<file path="config.mk">
export PLATFORM = sky130hd
export DESIGN_NAME = regfile_wb_scheduler
export DESIGN_NICKNAME = d
export VERILOG_FILES = /design/src/rtl/regfile_wb_scheduler.sv
export SDC_FILE = /design/constraint.sdc
export NUM_CORES = 1
export LEC_CHECK = 0
export CORE_UTILIZATION = 43
export CTS_CLUSTER_SIZE = 28
export DETAILED_ROUTE_END_ITERATION = 12
export GPL_ROUTABILITY_DRIVEN = 1
export GPL_TIMING_DRIVEN = 0
export PLACE_DENSITY = 0.79
export SYNTH_ARGS = -nofsm -noshare
export SYNTH_HDL_FRONTEND = slang
export SYNTH_SLANG_ARGS = --single-unit
export TNS_END_PERCENT = 50
</file>
<file path="constraint.sdc">
create_clock -name clk -period 3.55 [get_ports clk]
set_clock_uncertainty 0.1 [all_clocks]
set_input_delay 0.71 -clock clk [delete_from_list [all_inputs] [get_ports clk]]
set_output_delay 0.71 -clock clk [all_outputs]
set_load 0.02 [all_outputs]
</file>
<file path="src/rtl/regfile_wb_scheduler.sv">
// Write-port arbiter between pipeline writeback and the multi-cycle result path,
// plus a pending-destination scoreboard that raises RAW/WAW hazards to decode.
module regfile_wb_scheduler #(
    parameter int STARVE_LIMIT = 4
) (
    input  logic        clk,
    input  logic        rst_n,
    input  logic        mc_issue_valid,
    input  logic [4:0]  mc_issue_rd,
    input  logic [4:0]  chk_rs1,
    input  logic [4:0]  chk_rs2,
    input  logic [4:0]  chk_rd,
    output logic        hazard,
    output logic        mc_busy,
    input  logic        pipe_wb_valid,
    input  logic [4:0]  pipe_wb_rd,
    input  logic [31:0] pipe_wb_data,
    output logic        pipe_stall,
    input  logic        mc_wb_valid,
    input  logic [4:0]  mc_wb_rd,
    input  logic [31:0] mc_wb_data,
    output logic        mc_wb_ready,
    output logic        rf_we,
    output logic [4:0]  rf_waddr,
    output logic [31:0] rf_wdata
);

    localparam logic [3:0] LIM = 4'(STARVE_LIMIT);

    logic        buf_valid;
    logic [4:0]  buf_rd;
    logic [31:0] buf_data;
    logic [3:0]  wait_cnt;
    logic [31:1] pending;

    logic        accept;
    logic        pipe_go;
    logic        buf_go;
    logic        buf_wr;
    logic [31:0] set_vec;
    logic [31:0] clr_vec;
    logic [31:0] live;

    assign mc_wb_ready = !buf_valid;
    assign accept      = mc_wb_valid && !buf_valid;
    assign pipe_stall  = buf_valid && (wait_cnt >= LIM);

    // pipe_go already excludes a stall, so the buffer wins whenever pipe does not
    assign pipe_go = !pipe_stall && pipe_wb_valid
                   && (pipe_wb_rd != 5'd0);
    assign buf_go  = buf_valid && !pipe_go;
    assign buf_wr  = buf_go && (buf_rd != 5'd0);

    always_comb begin
        rf_we    = 1'b0;
        rf_waddr = 5'd0;
        rf_wdata = 32'd0;
        unique case (1'b1)
            pipe_go: begin
                rf_we    = 1'b1;
                rf_waddr = pipe_wb_rd;
                rf_wdata = pipe_wb_data;
            end
            buf_wr: begin
                rf_we    = 1'b1;
                rf_waddr = buf_rd;
                rf_wdata = buf_data;
            end
            default: ;
        endcase
    end

    always_comb begin
        set_vec = 32'd0;
        clr_vec = 32'd0;
        if (mc_issue_valid && (mc_issue_rd != 5'd0))
            set_vec[mc_issue_rd] = 1'b1;
        if (buf_wr)
            clr_vec[buf_rd] = 1'b1;
    end

    // A bit retiring this cycle is bypassed by the register file, so mask it
    assign live = {pending, 1'b0} & ~clr_vec;

    assign hazard  = live[chk_rs1] | live[chk_rs2] | live[chk_rd];
    assign mc_busy = |pending;

    always_ff @(posedge clk or negedge rst_n) begin
        if (!rst_n) begin
            buf_valid <= 1'b0;
            buf_rd    <= 5'd0;
            buf_data  <= 32'd0;
            wait_cnt  <= 4'd0;
            pending   <= '0;
        end else begin
            if (buf_go) begin
                buf_valid <= 1'b0;
                wait_cnt  <= 4'd0;
            end else if (buf_valid) begin
                if (wait_cnt != 4'hf)
                    wait_cnt <= wait_cnt + 4'd1;
            end else if (accept) begin
                buf_valid <= 1'b1;
                buf_rd    <= mc_wb_rd;
                buf_data  <= mc_wb_data;
                wait_cnt  <= 4'd0;
            end
            pending <= (pending & ~clr_vec[31:1]) | set_vec[31:1];
        end
    end

endmodule

</file>
==> results of run 1 <==
==> synth_stat cells, types with 4 or more instances <==
library cell  instances  area share
a22o_1               33       0.065
a31oi_1               7      0.0099
a32o_1                5       0.011
buf_6                 4       0.010
clkbuf_1             26       0.022
dfrtp_1              73        0.41
mux2_2               38       0.097
mux2i_1              11       0.025
mux4_2                7       0.036
nand2_1              22       0.019
nand2b_1              5      0.0071
nand3_1              13       0.015
nand3b_1              7       0.012
nand4_1               5      0.0071
nor2_1               14       0.012
nor2b_1               6      0.0085
nor3_1                8      0.0091
nor3b_1               7       0.012
nor4_1                9       0.013
o211ai_1              4      0.0068
o21ai_0              35       0.040
o21bai_1              4      0.0068
o31a_1                6       0.012
o31ai_1              28       0.048
==> registers in the layout, indices dropped and copies added, names as in the netlist <==
name,count
buf_data,32
buf_rd,5
buf_valid,1
pending,31
wait_cnt,4
==> layer usage <==
layer	vias to the layer above	global-route usage
met5	-	0
met4	0	0.146
met3	53	0.0867
met2	259	0.559
met1	2297	0.370
li1	2049	-
==> power breakdown <==
group | leakage [nW] | switching, mW | internal [mW]
clock network | 0.0929 | 0.313 | 0.318
registers | 0.864 | 0.207 | 1.07
logic | 1.76 | 0.790 | 0.793
total | 2.72 | 1.31 | 2.18
==> cell families after synthesis <==
kind of cell	after synthesis	share of synthesized area
AO/OA/AOI/OAI	146	0.242
AND/OR/NAND/NOR	114	0.144
flip-flops	73	0.413
multiplexers	56	0.157
buffers and inverters	39	0.0402
adder cells (fa/ha/maj)	1	0.00283
==> cell type report <==
type	count	area share
Multi-Input combinational cell	317	0.399
Tap cell	133	0.0240
Clock buffer	11	0.0189
Clock inverter	4	0.00649
Buffer	32	0.0373
Timing Repair Buffer	166	0.248
Inverter	5	0.00270
Sequential cell	73	0.263
==> worst register-to-register path: cells and delay by family (launching register included) <==
family                 cells  cell delay (ps)
and+or+nand+nor            1              140
DFF                        1              380
buffers and inverters      3             1220
muxes                      1              420
==> layout by cell type, fill, tap and decap left out, types with 3 or more instances in the layout <==
cell | synthesis | final
nand4_1 | 5 | 5
mux2_2 | 38 | 38
buf_2 | 1 | 5
a32o_1 | 5 | 5
nand3_1 | 13 | 13
o31a_1 | 6 | 6
a22o_1 | 33 | 32
nor3b_1 | 7 | 5
a21oi_1 | 3 | 3
nor2b_1 | 6 | 6
o21ai_0 | 35 | 28
mux2i_1 | 11 | 11
dfrtp_1 | 73 | 73
o211ai_1 | 4 | 4
buf_4 | 0 | 20
nand3b_1 | 7 | 7
clkdlybuf4s50_1 | 0 | 92
a31oi_1 | 7 | 7
buf_8 | 0 | 7
o31ai_4 | 0 | 19
and3_1 | 3 | 3
o31ai_1 | 28 | 4
nand2b_1 | 5 | 5
buf_6 | 4 | 43
nor2_1 | 14 | 13
o21bai_1 | 4 | 4
a211oi_1 | 3 | 3
clkbuf_1 | 26 | 21
clkbuf_8 | 0 | 11
nor3_1 | 8 | 7
o21ai_1 | 1 | 6
o31ai_2 | 1 | 6
nand2_1 | 22 | 22
inv_1 | 3 | 3
mux4_2 | 7 | 7
clkinv_2 | 0 | 3
nor4_1 | 9 | 8
==> worst paths after layout <==
check	cells after the start	slack [ps]	to
worst max register to register	5	1180	buf_data[8]
max in group asynchronous	2	2760	buf_data[25]
worst min-delay path	1	50	pending[8]
worst max-delay path	12	-800	hazard
worst min register to register	1	410	wait_cnt[0]
min in group clk	1	410	wait_cnt[0]
==> stage by stage <==
| stage | TNS, ps | total power, mW | hold slack (ps) | area [sq um] | utilization |
|---|---|---|---|---|---|
| 3_5_place_dp | -48390 | 2.49 | 396 | 5990 | 0.608 |
| 6_report | -5600 | 3.49 | 45.1 | 6940 | 0.704 |
| 3_3_place_gp | -108360 | 2.45 | 379 | 5970 | 0.605 |
| 4_1_cts | -7260 | 3.39 | 29.5 | 6800 | 0.689 |
| 5_1_grt | -7630 | 3.64 | 36.3 | 6940 | 0.704 |
| 2_1_floorplan | -375 | 1.96 | 314 | 4450 | - |
==> timing repair <==
action	CTS	global route
pin swaps	39	21
buffers inserted	19	5
endpoints found under the setup margin	38	39
resized for setup	302	40
cloned	6	0
==> summary.md, run 1 <==
| Metric | Value |
|---|---|
| Final-report setup violation count | 38 |
| Synth Cell Area | 4420 sq um |
| H-tree levels | 3 |
| VDD IR-drop max | 322 uV |
| Beginning of the critical path | pipe_wb_rd[0] |
| DRC viols | 0 |
| Die X | 103 um |
| Critical path's slowest cell | or4_4 |
| Violated checks | setup timing |
| Crit end category | output port |
| Number of global-route vias before repair | 4,643 |
| Flops & latches, synth | 73 |
| Crit share post-route | 1.23 |
| Largest net degree at the start of global routing | 71 |
| Register area | 1830 sq um |
| Final setup margin | -800 ps |
| Critical path's most frequent cell | buf_6 |
| Area of the multi-input gates | 2770 sq um |
| CP Cell Sequence | buf_6, or4_4, o211a_4, buf_8, buf_6, o31ai_4, mux4_2, nor3_1, a31oi_1, nand4_1, or4_4, buf_6 |
| Fmax | 230 MHz |
| Synth warn | 0 |
| Crit Path Category | in2out |
| Top delay family on crit path | simple AND/OR/NAND/NOR gates |
| Syn Nets | 529 |
| Worst path max stage delay | 540 ps |
| Core ar. | 9860 sq um |
| Reg-to-Reg Start | buf_valid |
| Detailed Route WL | 16,700 um |
| IO Pins | 141 |
| # hold bufs at CTS | 0 |
| Post-route antenna net violation count | 0 |
| Status | complete, but fails checks |
| Slew @ Worst Pin | 842 ps |
| First-pass detailed-route iteration total | 5 |
| Synthesized instance count | 429 |
| Area growth syn-to-layout | 57.0% |
| Asr flop ratio synth | 1.00 |
| Die area | 10,700 sq um |
| Worst path arrival time | 3540 ps |
| CP startpoint kind | input port |
| Most used flip-flop cell after synthesis | dfrtp_1 |
| Number of diodes | 0 |
| Antenna violations before repair | 0 |
| Final std cells w/o fill | 741 |
| Die height | 103 um |
| Leakage | 2.72 nW |
| Worst-path clk slew | 70 ps |
| # nets final | 704 |
| WP data required | 2740 ps |
| Clk sink count | 73 |
| GRT Util Overall | 0.322 |
| PortBufs | 135 |
| CTS Buffer Depth | 2 |
| Final HPWL DP | 11,600 um |
| Num rows | 36 |
| Met3 wire length | 1450 um |
| Max-Cap Viols | 0 |
| Wire per inst | 22.5 um |
| Pre-CTS WS | -1680 ps |
| Post-synth EDFFs | 0 |
| Placed Cells incl. Taps | 698 |
| Root Buffer | clkbuf_8 |
| Num CTS Buffers | 9 |
| Cell Pwr Density | 503 nW/um^2 |
| Register area share after synthesis | 0.413 |
| Slew margin rel. | 0.437 |
| Grt ovf | 0 |
| First-pass GRT wire length | 25,200 um |
| Initial Utilization | 0.448 |
| Max-slew violation count | 0 |
| Skew-Pair Late Insertion Delay | 350 ps |
| Post-synth cell types | 55 |
| Top Layer Used | met4 |
| Tmin final | 4350 ps |
| Vias per inst | 6.29 |
| Syn Area/Cell | 10.3 sq um |
| CTS tree | built |
| Worst hold-check path type | in2async |
| Layout fillers | 699 |
| Worst Path Max Fanout | 10 |
| Routability cong. | 0.939 |
| Met1 Wirelength | 6180 um |
| Crit path buf inv count | 4 |
| Hold violation total from the final report | 0 |
| Total number of vias | 4,658 |
| RSZ-0062 raised after global routing | yes |
| DR WL met2 | 8380 um |
| Share of cells above drive strength 1 | 0.308 |
| Initial drt markers | 304 |
Power figures use the tool's default switching activity.
==> inputs of run 2 (changes only) <==
- GPL_ROUTABILITY_DRIVEN: 1 -> 0
==> run 2 against run 1 <==
The flow still finishes with violations (setup timing). Maximum frequency is 0.24% lower. Worst hold slack gained 200 ps. Routed wire length shrank 1.9%. Combinational power hardly changed. Critical path type unchanged. Highest routed layer unchanged.
==> summary.md, run 2 (synthesis gave the netlist of run 1 again) <==
| Metric | Value |
|---|---|
| IO Pins | 141 |
| Number of global-route vias before repair | 4,727 |
| CTS Buffer Depth | 2 |
| Num CTS Buffers | 9 |
| Share of cells above drive strength 1 | 0.311 |
| Root Buffer | clkbuf_8 |
| CTS tree | built |
| Vias per inst | 6.42 |
| Worst-path clk slew | 90 ps |
| Crit Path Category | in2out |
| P_sw | 1.34 mW |
| Cells on worst reg2reg path | 5 |
| Core ar. | 9860 sq um |
| Crit path buf inv count | 4 |
| Post-route antenna net violation count | 0 |
| Final HPWL DP | 11,200 um |
| Placed Cells incl. Taps | 698 |
| Tmin final | 4360 ps |
| Leakage | 2.73 nW |
| RSZ-0062 raised after global routing | yes |
| Area growth syn-to-layout | 57.3% |
| GRT Util Overall | 0.308 |
| Cell Pwr Density | 519 nW/um^2 |
| Hold violation total from the final report | 0 |
| # hold bufs at CTS | 0 |
| Crit share post-route | 1.23 |
| Top flop regs | buf_data (32), pending (31), buf_rd (5) |
| Clk sink count | 73 |
| Grt ovf | 0 |
| CP Cell Sequence | buf_6, or4_4, o211a_4, buf_6, buf_12, o31ai_4, mux4_2, nor2_1, a31oi_1, nand4_1, or4_4, buf_6 |
| Slew @ Worst Pin | 844 ps |
| Flop2flop setup slack | 1170 ps |
| Crit end category | output port |
| Worst hold-check path type | in2async |
| Layout fillers | 688 |
| Fmax | 229 MHz |
| Worst reg2reg endpoint | pending[11] |
| Reg with most FFs | buf_data |
| Overall power | 3.61 mW |
| Max reg flops | 32 |
| Violated checks | setup timing |
| Total number of vias | 4,759 |
| Status | complete, but fails checks |
| Switching share of power | 0.370 |
| Die area | 10,700 sq um |
| Antenna violations before repair | 0 |
| Number of diodes | 0 |
| Num rows | 36 |
| H-tree levels | 3 |
| First-pass GRT wire length | 24,400 um |
| Skew-Pair Late Insertion Delay | 350 ps |
| Commonest non-fill, non-tap cell in the layout | clkdlybuf4s50_1 |
| Worst path depth | 12 |
| Worst path max stage delay | 550 ps |
| Slew margin rel. | 0.436 |
| Seq pwr share | 0.353 |
| Dpl cell area | 5990 sq um |
| VDD IR-drop max | 314 uV |
| WHS | 240 ps |
| Critical path's most frequent cell | buf_6 |
| First-pass detailed-route iteration total | 6 |
| Largest net degree at the start of global routing | 74 |
| Top delay family on crit path | simple AND/OR/NAND/NOR gates |
| Internal | 2.27 mW |
| Worst Path Max Fanout | 10 |
| Comb power frac | 0.438 |
| CP startpoint kind | input port |
| Most frequent cells in the layout | clkdlybuf4s50_1 (92), dfrtp_1 (73), mux2_2 (38), a22o_1 (33), buf_6 (33) |
| Initial Utilization | 0.448 |
| Non-Filler Cell Area, Final | 6960 sq um |
| Die X | 103 um |
| Max-slew violation count | 0 |
| PortBufs | 135 |
| Initial drt markers | 286 |
| Setup crit end | hazard |
| Final-report setup violation count | 38 |
| Worst path arrival time | 3550 ps |
| Max-Cap Viols | 0 |
| Beginning of the critical path | pipe_wb_rd[0] |
| Final setup margin | -810 ps |
| WP data required | 2740 ps |
| Die height | 103 um |
| Detailed Route WL | 16,300 um |
| DRC viols | 0 |
| Clock power share | 0.209 |
| Critical path's slowest cell | or4_4 |
| Final std cells w/o fill | 741 |
| Wire per inst | 22.0 um |
| Reg-to-Reg Start | buf_rd[0] |
| # nets final | 703 |
==> run 2: worst min-delay path by stage <==
stage	from	to	depth (start not counted)
after floorplan	rst_n	buf_data[0]	0
after CTS	rst_n	pending[10]	2
after global routing	rst_n	pending[11]	2
after global placement	wait_cnt[1]	wait_cnt[1]	1
final	rst_n	pending[10]	2
after detailed placement	buf_data[7]	buf_data[7]	1
==> run 2: timing repair <==
| action | in CTS | in global routing |
|---|---|---|
| gates resized for setup | 298 | 33 |
| setup buffers | 22 | 1 |
| gates cloned | 4 | 1 |
| endpoints found under the setup margin | 38 | 39 |
| pin swaps | 43 | 8 |
| endpoints found under the hold margin | 0 | 0 |
==> run 2: cell type report <==
class                      instances  area, sq um  share of cell area
multi-input combinational        317         2760               0.397
sequential                        73         1830               0.263
inverter                           5         18.8             0.00270
timing repair buffer             164         1650               0.237
tap                              133          166              0.0239
clock buffer                      10          138              0.0198
clock inverter                     6         90.1              0.0130
buffer                            33          303              0.0435
==> run 2: layer usage <==
layer | vias to the layer above | track usage | wire (um)
met2 | 328 | 0.531 | 8080
li1 | 2047 | - | -
met1 | 2324 | 0.346 | 5860
met4 | 0 | 0.148 | 683
met3 | 60 | 0.0954 | 1710
met5 | - | 0 | 0
==> run 2: through the flow <==
| stage | setup TNS (ps) | utilization | worst slack, ps |
|---|---|---|---|
| finish | -5730 | 0.705 | -810 |
| global route | -7950 | 0.705 | -854 |
| CTS | -6000 | 0.694 | -765 |
| detailed placement | -46310 | 0.608 | -1680 |
| global placement | -104660 | 0.605 | -1640 |
| floorplan | -375 | - | -367 |
==> run 2: power by group through the flow <==
stage	Sequential [mW]	Combinational, mW	Clock [mW]
after global routing	1.29	1.66	0.797
after detailed placement	1.23	1.25	0
final	1.27	1.58	0.755
after floorplan	1.18	0.784	0
after CTS	1.26	1.50	0.762
after global placement	1.22	1.21	0
